`config.mk`:
```
export PLATFORM = sky130hd
export DESIGN_NAME = isa_secuenciador
export DESIGN_NICKNAME = d
export VERILOG_FILES = /design/src/rtl/isa_secuenciador.sv
export SDC_FILE = /design/constraint.sdc
export NUM_CORES = 1
export LEC_CHECK = 0
export BUFFER_PORTS_ARGS = -buffer_cell sky130_fd_sc_hd__clkbuf_2
export CORE_ASPECT_RATIO = 0.6
export CORE_MARGIN = 1
export CORE_UTILIZATION = 50
export CTS_CLUSTER_SIZE = 16
export DETAILED_ROUTE_END_ITERATION = 8
export PLACE_DENSITY_LB_ADDON = 0.2
export RECOVER_POWER = 100
export SYNTH_ARGS = -nofsm -noshare
export SYNTH_HDL_FRONTEND = slang
export SYNTH_SLANG_ARGS = --single-unit
```
`constraint.sdc`:
```
create_clock -name clk -period 7.3 [get_ports clk]
set_input_delay 1.46 -clock clk [delete_from_list [all_inputs] [get_ports clk]]
set_output_delay 1.46 -clock clk [all_outputs]
set_load 0.005 [all_outputs]
```
`src/rtl/isa_secuenciador.sv`:
```
// Instruction sequencer for the ISA datapath: buffers a program in a FIFO, issues each
// word for HOLD cycles with its write-enable gated to the last one, and returns results.
module isa_secuenciador #(
    parameter int DEPTH = 8,
    parameter int HOLD  = 2
) (
    input  logic                       clk,
    input  logic                       rst_n,
    input  logic                       prog_valid,
    input  logic [19:0]                prog_instr,
    output logic                       prog_ready,
    input  logic                       start,
    input  logic                       abort,
    output logic [19:0]                instruccion,
    input  logic [31:0]                sailida,
    output logic                       res_valid,
    output logic [31:0]                res_data,
    input  logic                       res_ready,
    output logic                       busy,
    output logic                       done,
    output logic [$clog2(DEPTH):0]     count
);

    localparam int AW = $clog2(DEPTH);
    localparam int CW = AW + 1;
    localparam int HW = (HOLD > 1) ? $clog2(HOLD) : 1;

    localparam logic [CW-1:0] FULL_CNT  = CW'(DEPTH);
    localparam logic [HW-1:0] HOLD_LAST = HW'(HOLD - 1);

    localparam logic [1:0] S_IDLE   = 2'd0;
    localparam logic [1:0] S_ISSUE  = 2'd1;
    localparam logic [1:0] S_RESULT = 2'd2;

    logic [1:0]    state_q, state_d;
    logic [HW-1:0] hold_q, hold_d;
    logic [AW-1:0] wr_ptr_q, wr_ptr_d;
    logic [AW-1:0] rd_ptr_q, rd_ptr_d;
    logic [CW-1:0] count_q, count_d;
    logic          res_valid_q, res_valid_d;
    logic [31:0]   res_data_q, res_data_d;
    logic          done_q, done_d;

    logic [19:0]   fifo_mem [DEPTH];
    logic          full;
    logic          push_en;
    logic          pop_en;
    logic [CW-1:0] count_after_pop;
    logic [19:0]   head;

    assign full = (count_q == FULL_CNT);
    assign head = fifo_mem[rd_ptr_q];

    always_comb begin
        // NOTE: every signal assigned here gets a default first so no latch is inferred.
        state_d     = state_q;
        hold_d      = hold_q;
        res_valid_d = res_valid_q;
        res_data_d  = res_data_q;
        done_d      = 1'b0;
        push_en     = prog_valid && !full && !abort;
        pop_en      = 1'b0;
        count_after_pop = count_q + CW'(push_en) - CW'(1);

        case (state_q)
            S_IDLE: begin
                if (start) begin
                    if (count_q != '0) begin
                        state_d = S_ISSUE;
                        hold_d  = '0;
                    end else begin
                        done_d  = 1'b1;
                    end
                end
            end
            S_ISSUE: begin
                if (hold_q == HOLD_LAST) begin
                    state_d     = S_RESULT;
                    res_valid_d = 1'b1;
                    res_data_d  = sailida;
                end else begin
                    hold_d = hold_q + HW'(1);
                end
            end
            S_RESULT: begin
                if (res_ready) begin
                    pop_en      = 1'b1;
                    res_valid_d = 1'b0;
                    hold_d      = '0;
                    if (count_after_pop == '0) begin
                        state_d = S_IDLE;
                        done_d  = 1'b1;
                    end else begin
                        state_d = S_ISSUE;
                    end
                end
            end
            default: state_d = S_IDLE;
        endcase

        wr_ptr_d = wr_ptr_q + AW'(push_en);
        rd_ptr_d = rd_ptr_q + AW'(pop_en);
        count_d  = count_q + CW'(push_en) - CW'(pop_en);

        // Abort wins over everything, including a same-cycle push or start.
        if (abort) begin
            state_d     = S_IDLE;
            hold_d      = '0;
            wr_ptr_d    = '0;
            rd_ptr_d    = '0;
            count_d     = '0;
            res_valid_d = 1'b0;
            done_d      = 1'b0;
        end
    end

    always_ff @(posedge clk or negedge rst_n) begin
        // NOTE: sequential state uses non-blocking assignments only.
        if (!rst_n) begin
            state_q     <= S_IDLE;
            hold_q      <= '0;
            wr_ptr_q    <= '0;
            rd_ptr_q    <= '0;
            count_q     <= '0;
            res_valid_q <= 1'b0;
            res_data_q  <= '0;
            done_q      <= 1'b0;
        end else begin
            state_q     <= state_d;
            hold_q      <= hold_d;
            wr_ptr_q    <= wr_ptr_d;
            rd_ptr_q    <= rd_ptr_d;
            count_q     <= count_d;
            res_valid_q <= res_valid_d;
            res_data_q  <= res_data_d;
            done_q      <= done_d;
        end
    end

    // NOTE: FIFO storage is not reset; occupancy and pointers alone define what is valid.
    always_ff @(posedge clk) begin
        if (push_en) begin
            fifo_mem[wr_ptr_q] <= prog_instr;
        end
    end

    always_comb begin
        instruccion = '0;
        if (state_q == S_ISSUE) begin
            instruccion = head;
            if (hold_q != HOLD_LAST) begin
                instruccion[0] = 1'b0;
            end
        end
    end

    assign prog_ready = !full;
    assign res_valid  = res_valid_q;
    assign res_data   = res_data_q;
    assign busy       = (state_q != S_IDLE);
    assign done       = done_q;
    assign count      = count_q;

endmodule
```
==> results of run 1 <==
area by class of cell:
type / count / area [um2]
fill: 1191 / 6110
sequential: 207 / 5980
multi-input combinational: 175 / 1960
clock buffer: 28 / 572
timing repair buffer: 129 / 569
tap: 203 / 254
clock inverter: 7 / 134
inverter: 4 / 15.0
report_power, final:
group          switching, uW  internal [uW]  total, uW
combinational            135            136        271
sequential              53.1           1380       1430
clock                    412            687       1100
total                    600           2200       2800
flip-flops by register name, indices dropped and copies added, names as in the netlist:
| signal | flops |
|---|---|
| fifo_mem | 160 |
| res_data | 32 |
| count | 4 |
| rd_ptr_q | 3 |
| wr_ptr_q | 3 |
| state_q | 2 |
| done | 1 |
| hold_q | 1 |
| res_valid | 1 |
cells in the final DEF, fill, tap and decap left out, drive strengths merged:
master,n
a211oi,2
a21o,2
a21oi,4
buf,2
bufinv,4
clkbuf,155
clkinv,3
dfrtp,47
edfxtp,160
ha,8
inv,4
mux2,32
mux2i,21
mux4,40
nand2,5
nand2b,4
nand3,3
nand4,2
nor2,32
nor2b,4
nor3,4
nor3b,2
nor4,1
o21ai,2
or2,1
or3,1
xnor2,3
xor2,2
per-stage QoR:
stage	setup slack, ns	cell area (um2)	hold WS [ns]
6_report	2.20	9480	0.490
5_1_grt	1.92	9480	0.510
3_5_place_dp	3.48	8910	0.482
4_1_cts	3.08	9620	0.496
2_1_floorplan	3.52	8100	0.489
3_3_place_gp	3.50	8910	0.473
routing by layer:
layer	global-route usage	part of all wire	vias to the layer above
met5	0	0	-
met4	0.0420	0.017	0
met3	0.0310	0.047	18
met2	0.310	0.47	92
met1	0.276	0.47	2148
li1	-	-	1855
worst register-to-register path, stage by stage (launching register included):
cell	delay [ns]
dfrtp_1	0.40
nor3_1	0.10
a21oi_1	0.34
nand2b_1	0.21
nor2_1	0.96
clkbuf_1	0.71
cells by family (layout without fill, tap and decap cells):
logic type      after synthesis  after routing  share of synthesized area
flops                       207            207                      0.738
fa+ha+maj                     8              8                     0.0124
mux                          93             93                      0.182
xor+xnor                      5              5                    0.00541
compound gates               10             10                    0.00741
simple gates                 59             59                     0.0352
buf+inv                      23            168                     0.0199
worst paths after layout:
kind | start | to | slack, ns | cells past startpoint
max | rd_ptr_q[1]$_DFF_PN0_ | instruccion[7] | 2.20 | 5
min | res_data[12]$_DFFE_PN0P_ | res_data[12]$_DFFE_PN0P_ | 0.49 | 1
max reg2reg | count[2]$_DFF_PN0_ | fifo_mem[6][9]$_DFFE_PP_ | 4.21 | 5
min reg2reg | res_data[12]$_DFFE_PN0P_ | res_data[12]$_DFFE_PN0P_ | 0.49 | 1
max in group asynchronous | rst_n | rd_ptr_q[0]$_DFF_PN0_ | 3.98 | 2
min in group asynchronous | rst_n | res_data[18]$_DFFE_PN0P_ | 1.02 | 1
==> metrics.cfg, run 1 <==
[status]
outcome = finished with violations
violations = DRC, capacitance limit, slew limit

[yosys]
synthTopCellsByArea = edfxtp_1, dfrtp_1, mux4_2
ys_ff_latch = 207
yosysTopAreaCell = edfxtp_1
synth_ff_type = edfxtp_1
syn_area_mm2 = 0.00810
yosys_warnings = 0
synthCells = 405
synth_commonest_cells = edfxtp_1, dfrtp_1, mux4_2, nor2_1
yosysMostFrequentCell = edfxtp_1
syn_avg_cell_area_um2 = 20.0
ys_types = 33
synth_top_area_share = 0.593
ys_seq_area_frac = 0.738
synth-edff-count = 160
synth_nets = 471
async_reset_ff_frac = 0.227

[worst_setup_path]
slowest_stage = clkbuf_1
crit_required_ns = 5.84
cp.buffers_inverters = 2
critPathKind = register to output pin
cp_top_family = buffers and inverters
worst_setup_path_end_kind = output pin
path_cells = clkbuf_1 -> mux4_2 -> mux2i_1 -> nor2_1 -> clkbuf_2
cp.arrival_ns = 3.64
start_kind = register
critPathMaxStageDelay_ns = 1.86
crit_path_max_fanout = 41

[cts]
numClockSinks = 207
cts_setup_buffers = 0
cts_root_buffer = clkbuf_16
ctsHoldBuffers = 0
cts_buffer_depth = 3
path_clk_slew_ns = 0.06
postCtsResizedCells = 0
cts_tree = done
cts-buffers-inserted = 20
clk_latency_ns = 0.48
cts_max_level = 1

[finish]
utilization = 0.608
area_growth_pct = 17.0
drive_gt1_frac = 0.271
finalNetCount = 603
layout.cells.non_filler = 753
antennaDiodeCount = 0

[floorplanning]
die_width_um = 166
die_area_mm2 = 0.0167
core_region_area_mm2 = 0.0156
die_h_um = 101
io_pins = 118
start_util = 0.520
rows = 35

[global_routing]
grt_pass1_vias = 4276
antenna_found_initial = 0
grt_usage = 0.190
grt_first_pass_wirelength_um = 24100
grt_remaining_overflow = 0
grt_max_degree = 42

[sta]
period_minus_slack_ns = 5.10
slew_headroom = -0.754
finalSetupViolations = 0
finalHoldViolations = 0
max_freq_mhz = 196
fin_setup_tns_ns = 0
rsz0062_at_grt = false
fin_crit_sh = 0.699
finalClockSkew_ns = 0.0134
drv_slew = 114
tightestPinTransition_ns = 2.63

[drt]
route.detailed.drc = 5
dr.first_iter.drc_count = 279
detail_route.first_pass.iterations = 8
routed_via_density = 5.46
ant_nets = 0
wl_per_cell_um = 20.3
route.vias.total = 4113
drt-total-wl_um = 15300

[hold_path]
min_path_type = register to register

[pwr]
leakagePower_uw = 0.00329
irDropWorstVdd_uv = 162
power_density_mw_per_mm2 = 295
totalPowerFinal_uw = 2800

[placed_design]
dp.cells = 718
io_buffers = 117
hpwl_um = 9750
place_congestion = 0.712

[flow_run]
cap_violations = 3

(Power assumes the default switching activity.)
==> run 2: changes to the inputs <==
Settings changed: ABC_AREA set to 1.
Clock period 7.3 ns to 4.35 ns, I/O delays scaled along.
==> run 2 against run 1 <==
Critical path type unchanged. Clock skew about the same. Via count up 43%. Highest routed layer unchanged. Worst hold slack worse by 0.012 ns. Largest cell class unchanged. Sequential power up 74%. The run ends with capacitance limit, slew limit left. Critical path depth up 5. Area after synthesis up 4.3%.
==> metrics.cfg, run 2 <==
[status]
outcome = finished with violations
violations = capacitance limit, slew limit

[yosys]
syn_avg_cell_area_um2 = 11.0  ; -45%
yosys_warnings = 0  ; unchanged
synth-edff-count = 160  ; unchanged
synth_top_area_share = 0.569  ; -0.0243
async_reset_ff_frac = 0.227  ; unchanged
synth_ff_type = edfxtp_1
synthCells = 768  ; +90%
yosysTopAreaCell = edfxtp_1
synth_nets = 834  ; +77%
synthTopCellsByArea = edfxtp_1, dfrtp_1, nor2_1
ys_ff_latch = 207  ; unchanged
synth_commonest_cells = nor2_1, edfxtp_1, nand2_1, o21ai_1, dfrtp_1
ys_types = 22  ; -33%
yosysMostFrequentCell = nor2_1
syn_area_mm2 = 0.00845  ; +4.3%
ys_seq_area_frac = 0.708  ; -0.0303

[drt]
detail_route.first_pass.iterations = 4  ; -4
route.detailed.drc = 0  ; -5
wl_per_cell_um = 16.6  ; -18%
drt-total-wl_um = 18800  ; +22%
route.vias.total = 5867  ; +43%
dr.first_iter.drc_count = 482  ; +73%
ant_nets = 0  ; unchanged
routed_via_density = 5.21  ; -4.7%

[sta]
finalHoldViolations = 0  ; unchanged
fin_setup_tns_ns = 0  ; unchanged
max_freq_mhz = 260
hold_slack_ns = 0.478  ; -0.0125 ns
tightestPinTransition_ns = 2.51  ; -0.123 ns
period_minus_slack_ns = 3.85
finalSetupViolations = 0  ; unchanged
fin_crit_sh = 0.885
finalClockSkew_ns = 0.0136  ; +0.000229 ns
drv_slew = 111  ; -2.6%
slew_headroom = -0.672  ; +0.0820
rsz0062_at_grt = false

[placed_design]
place_area_mm2 = 0.00927  ; +4.0%
place_congestion = 0.833  ; +17%
hpwl_um = 11500  ; +18%
io_buffers = 117  ; unchanged

[floorplanning]
core_region_area_mm2 = 0.0164  ; +5.2%
die_area_mm2 = 0.0174  ; +4.2%
start_util = 0.515  ; -0.00440
rows = 36  ; +2.9%
die_h_um = 103  ; +2.1%
io_pins = 118  ; unchanged
die_width_um = 170  ; +2.1%

[pwr]
totalPowerFinal_uw = 5240  ; +87%
irDropWorstVdd_uv = 265  ; +64%
power_density_mw_per_mm2 = 536  ; +81%
leakagePower_uw = 0.00385  ; +17%

[global_routing]
grt_remaining_overflow = 0  ; unchanged
grt_pass1_vias = 5552  ; +30%
grt_first_pass_wirelength_um = 29300  ; +22%
grt_max_degree = 81  ; +93%
grt_usage = 0.221  ; +0.0310
antenna_found_initial = 1  ; +1

[worst_setup_path]
worst_setup_path_end_kind = output pin
rr_endpoint = fifo_mem[0][16]$_DFFE_PP_
critPathKind = register to output pin
r2r_slack_ns = 1.48  ; -2.73 ns
timing.rr.start = count[1]$_DFF_PN0_
cp.arrival_ns = 2.98  ; -0.66 ns
crit_required_ns = 3.48  ; -2.36 ns
r2r_cells = 7  ; +2
crit_path_max_fanout = 34  ; -17%
start_kind = register
crit_start = state_q[0]$_DFFE_PN0P_

[finish]
drive_gt1_frac = 0.136  ; -0.135
fillerInstances = 1378  ; +16%
regMostFlops = fifo_mem
largest_reg_flops = 160  ; unchanged
layout_common_cells = nor2_1, edfxtp_1, nand2_1, clkbuf_2, o21ai_1
finalInstanceArea_mm2 = 0.00978  ; +3.1%
layout_commonest_cell = nor2_1
finalNetCount = 950  ; +58%
area_growth_pct = 15.7

[cts]
cts_root_buffer = clkbuf_16
cts-buffers-inserted = 20  ; unchanged
postCtsResizedCells = 0  ; unchanged
numClockSinks = 207  ; unchanged
clk_latency_ns = 0.49  ; about the same
ctsHoldBuffers = 0  ; unchanged
path_clk_slew_ns = 0.07  ; about the same
cts_tree = done
cts_max_level = 1  ; unchanged
cts_buffer_depth = 3  ; unchanged
cts_setup_buffers = 0  ; unchanged

[hold_path]
hold-path-endpoint = res_data[21]$_DFFE_PN0P_
hold_path.startpoint = res_data[21]$_DFFE_PN0P_
min_path_type = register to register
holdPathStages = 2  ; +1

[flow_run]
cap_violations = 4  ; +1

==> run 2: report_power, final <==
group	total, uW	internal, uW	switching [uW]
sequential	2490	2340	148
clock	1710	1000	705
combinational	1040	392	648
total	5240	3740	1500
==> run 2: routing by layer <==
| layer | track usage | up-vias | wire, um |
|---|---|---|---|
| met3 | 0.0369 | 20 | 1050 |
| li1 | - | 2814 | - |
| met5 | 0 | - | 0 |
| met2 | 0.366 | 170 | 8780 |
| met1 | 0.312 | 2863 | 8670 |
| met4 | 0.0499 | 0 | 253 |
==> run 2: area by class of cell <==
type / instances / area, um2 / area share
diodes: 1 / 2.50 / 0.000256
clock buffers: 33 / 601 / 0.0614
clock inverters: 3 / 41.3 / 0.00422
inverters: 23 / 88.8 / 0.00909
multi-input cells: 498 / 2150 / 0.220
flip-flops and latches: 207 / 5980 / 0.612
well taps: 228 / 285 / 0.0292
repair buffers: 134 / 631 / 0.0645
==> run 2: worst max-delay path by stage <==
| stage | cells past startpoint | end |
|---|---|---|
| after detailed placement | 8 | instruccion[19] |
| after global placement | 8 | instruccion[14] |
| final | 10 | instruccion[0] |
| after CTS | 8 | instruccion[19] |
| after global routing | 10 | instruccion[0] |
| after floorplan | 5 | fifo_mem[0][0]$_DFFE_PP_ |
==> run 2: cells by family (layout without fill, tap and decap cells) <==
group,Yosys count,count (layout),synth area share
DFF,207,207,0.708
buffers and inverters,63,193,0.0389
adders and majority gates,8,8,0.0118
and+or+nand+nor,381,381,0.176
other,0,1,0
AOI/OAI and AO/OA,107,107,0.0637
xor gates and xnor gates,2,2,0.00207
==> run 2: stage by stage <==
| step | cells | util | setup WS [ns] |
|---|---|---|---|
| 2_1_floorplan | 768 | - | 1.72 |
| 3_3_place_gp | 1090 | 0.565 | 1.37 |
| 3_5_place_dp | 1090 | 0.565 | 1.35 |
| 4_1_cts | 1126 | 0.604 | 0.805 |
| 5_1_grt | 1126 | 0.596 | 0.310 |
| 6_report | 1127 | 0.596 | 0.501 |
==> run 2: worst max-delay path, cell delays in order (launching register included) <==
cell      delay [ns]
dfrtp_1         0.43
inv_2           0.09
nor2_4          0.03
buf_4           0.24
nand2_2         0.08
clkbuf_1        1.03
inv_2           0.02
buf_4           0.28
nand2_1         0.11
nor2_1          0.04
clkbuf_1        0.11
==> run 3: changes to the inputs <==
Settings changed: GPL_TIMING_DRIVEN set to 0, HOLD_SLACK_MARGIN set to 0.06, PLACE_DENSITY set to 0.72, PLACE_DENSITY_LB_ADDON 0.2 to not set.
==> run 3 against run 2 <==
The flow still finishes with violations (capacitance limit, slew limit). Total power is 3.3% lower. Flip-flop and latch count unchanged. Clock power fell by 13%. Fmax increased by 19%.
==> metrics.cfg, run 3 (same netlist as run 2, synthesis figures left out) <==
[worst_setup_path]
worst_setup_path_end_kind = register
r2r_cells = 7  ; unchanged
critPathKind = input port to register
rr_endpoint = fifo_mem[1][3]$_DFFE_PP_
crit_path_max_fanout = 11  ; -68%
cp_top_family = simple AND/OR/NAND/NOR gates
critPathMaxStageDelay_ns = 0.93  ; -0.10 ns
slowest_stage = nor2_1
cp.depth = 7  ; -3
crit_required_ns = 4.46  ; +0.98 ns
timing.rr.start = count[1]$_DFF_PN0_
path_cells = clkbuf_1 -> inv_1 -> nand2_1 -> nor2_1 -> nand2_1 -> nor2_1 -> clkbuf_1
cp.arrival_ns = 3.34  ; +0.36 ns
start_kind = input port
r2r_slack_ns = 1.25  ; -0.23 ns
cp.buffers_inverters = 3  ; -3

[status]
violations = capacitance limit, slew limit
outcome = finished with violations

[finish]
layout.cells.non_filler = 1154  ; +2.4%
largest_reg_flops = 160  ; unchanged
drive_gt1_frac = 0.133  ; -0.00288
finalNetCount = 980  ; +3.2%
area_growth_pct = 15.9
utilization = 0.597  ; +0.000763
layout_common_cells = nor2_1, edfxtp_1, nand2_1, clkbuf_1, clkbuf_2
regMostFlops = fifo_mem
finalInstanceArea_mm2 = 0.00979  ; +0.13%
fillerInstances = 1386  ; +0.58%
layout_commonest_cell = nor2_1

[sta]
slew_headroom = -0.667  ; +0.00531
tightestPinTransition_ns = 2.50  ; -0.00796 ns
max_freq_mhz = 309  ; +19%
drv_slew = 48  ; -57%
finalHoldViolations = 0  ; unchanged
finalClockSkew_ns = 0.0193  ; +0.00567 ns
period_minus_slack_ns = 3.23  ; -0.618 ns
hold_slack_ns = 0.479  ; +0.00115 ns
fin_crit_sh = 0.743  ; -0.142
rsz0062_at_grt = false
finalSetupViolations = 0  ; unchanged
fin_setup_tns_ns = 0  ; unchanged

[drt]
drt-total-wl_um = 19600  ; +4.5%
wl_per_cell_um = 17.0  ; +2.0%
detail_route.first_pass.iterations = 5  ; +1
ant_nets = 0  ; unchanged
dr.first_iter.drc_count = 634  ; +32%
route.vias.total = 6027  ; +2.7%
routed_via_density = 5.22  ; +0.32%
route.detailed.drc = 0  ; unchanged

[hold_path]
hold-path-endpoint = res_data[1]$_DFFE_PN0P_
hold_path.startpoint = res_data[1]$_DFFE_PN0P_
min_path_type = register to register
holdPathStages = 2  ; unchanged

[floorplanning]
rows = 36  ; unchanged
start_util = 0.515  ; unchanged
die_area_mm2 = 0.0174  ; unchanged
die_h_um = 103  ; unchanged
io_pins = 118  ; unchanged
die_width_um = 170  ; unchanged
core_region_area_mm2 = 0.0164  ; unchanged

[global_routing]
grt_max_degree = 48  ; -41%
grt_first_pass_wirelength_um = 30000  ; +2.3%
grt_pass1_vias = 5526  ; -0.47%
grt_usage = 0.229  ; +0.00816
grt_remaining_overflow = 0  ; unchanged
antenna_found_initial = 0  ; -1

[cts]
numClockSinks = 207  ; unchanged
ctsHoldBuffers = 0  ; unchanged
cts_root_buffer = clkbuf_16
path_clk_slew_ns = 0.06  ; about the same
clk_latency_ns = 0.49  ; about the same
cts_setup_buffers = 0  ; unchanged
cts_buffer_depth = 3  ; unchanged
cts_max_level = 1  ; unchanged
postCtsResizedCells = 0  ; unchanged
cts-buffers-inserted = 19  ; -5.0%
cts_tree = done

[pwr]
power_density_mw_per_mm2 = 518  ; -3.4%
irDropWorstVdd_uv = 321  ; +21%
leakagePower_uw = 0.00387  ; +0.46%

[placed_design]
hpwl_um = 13400  ; +16%
dp.cells = 1121  ; +2.8%
io_buffers = 117  ; unchanged
place_area_mm2 = 0.00950  ; +2.5%
place_congestion = 0.823  ; -1.2%

[flow_run]
cap_violations = 1  ; -3

-- run 3: per-stage QoR --
| stage | setup slack, ns | total power (uW) |
|---|---|---|
| after floorplan | 1.72 | 3160 |
| after global placement | 0.565 | 3640 |
| after detailed placement | 1.33 | 3680 |
| after CTS | 1.47 | 5150 |
| after global routing | 0.934 | 5350 |
| final | 1.12 | 5070 |
-- run 3: how the worst max path moves through the flow --
stage / from / to / slack (ns)
2_1_floorplan: abort / fifo_mem[0][0]$_DFFE_PP_ / 1.72
3_3_place_gp: abort / fifo_mem[5][4]$_DFFE_PP_ / 0.56
3_5_place_dp: abort / fifo_mem[1][19]$_DFFE_PP_ / 1.33
4_1_cts: rd_ptr_q[0]$_DFF_PN0_ / instruccion[15] / 1.47
5_1_grt: abort / fifo_mem[1][3]$_DFFE_PP_ / 0.93
6_report: abort / fifo_mem[1][3]$_DFFE_PP_ / 1.12
-- run 3: cell type report --
class / instances / area (um2) / area share
antenna: 1 / 2.50 / 0.000256
multi-input combinational: 498 / 2130 / 0.218
clock buffer: 23 / 490 / 0.0501
buffer: 40 / 214 / 0.0219
clock inverter: 9 / 46.3 / 0.00473
inverter: 23 / 88.8 / 0.00907
timing repair buffer: 125 / 553 / 0.0565
tap: 228 / 285 / 0.0291
sequential: 207 / 5980 / 0.611
-- run 3: report_power, final --
group | internal (uW) | total, uW | switching [uW]
Sequential | 2340 | 2470 | 127
Combinational | 411 | 1110 | 699
Clock | 804 | 1490 | 683
-- run 3: tightest hold or removal path: stages (launching register included) --
cell	delay (ns)
dfrtp_1	0.34
nand2_1	0.05
nand2_1	0.06
-- run 3: layer usage --
metal	GRT usage	routed length, um	part of all wire	vias up
met3	0.0461	1830	0.093	28
met4	0.0464	281	0.014	0
met1	0.353	9280	0.47	2855
met2	0.340	8210	0.42	268
li1	-	-	-	2876
met5	0	0	0	-
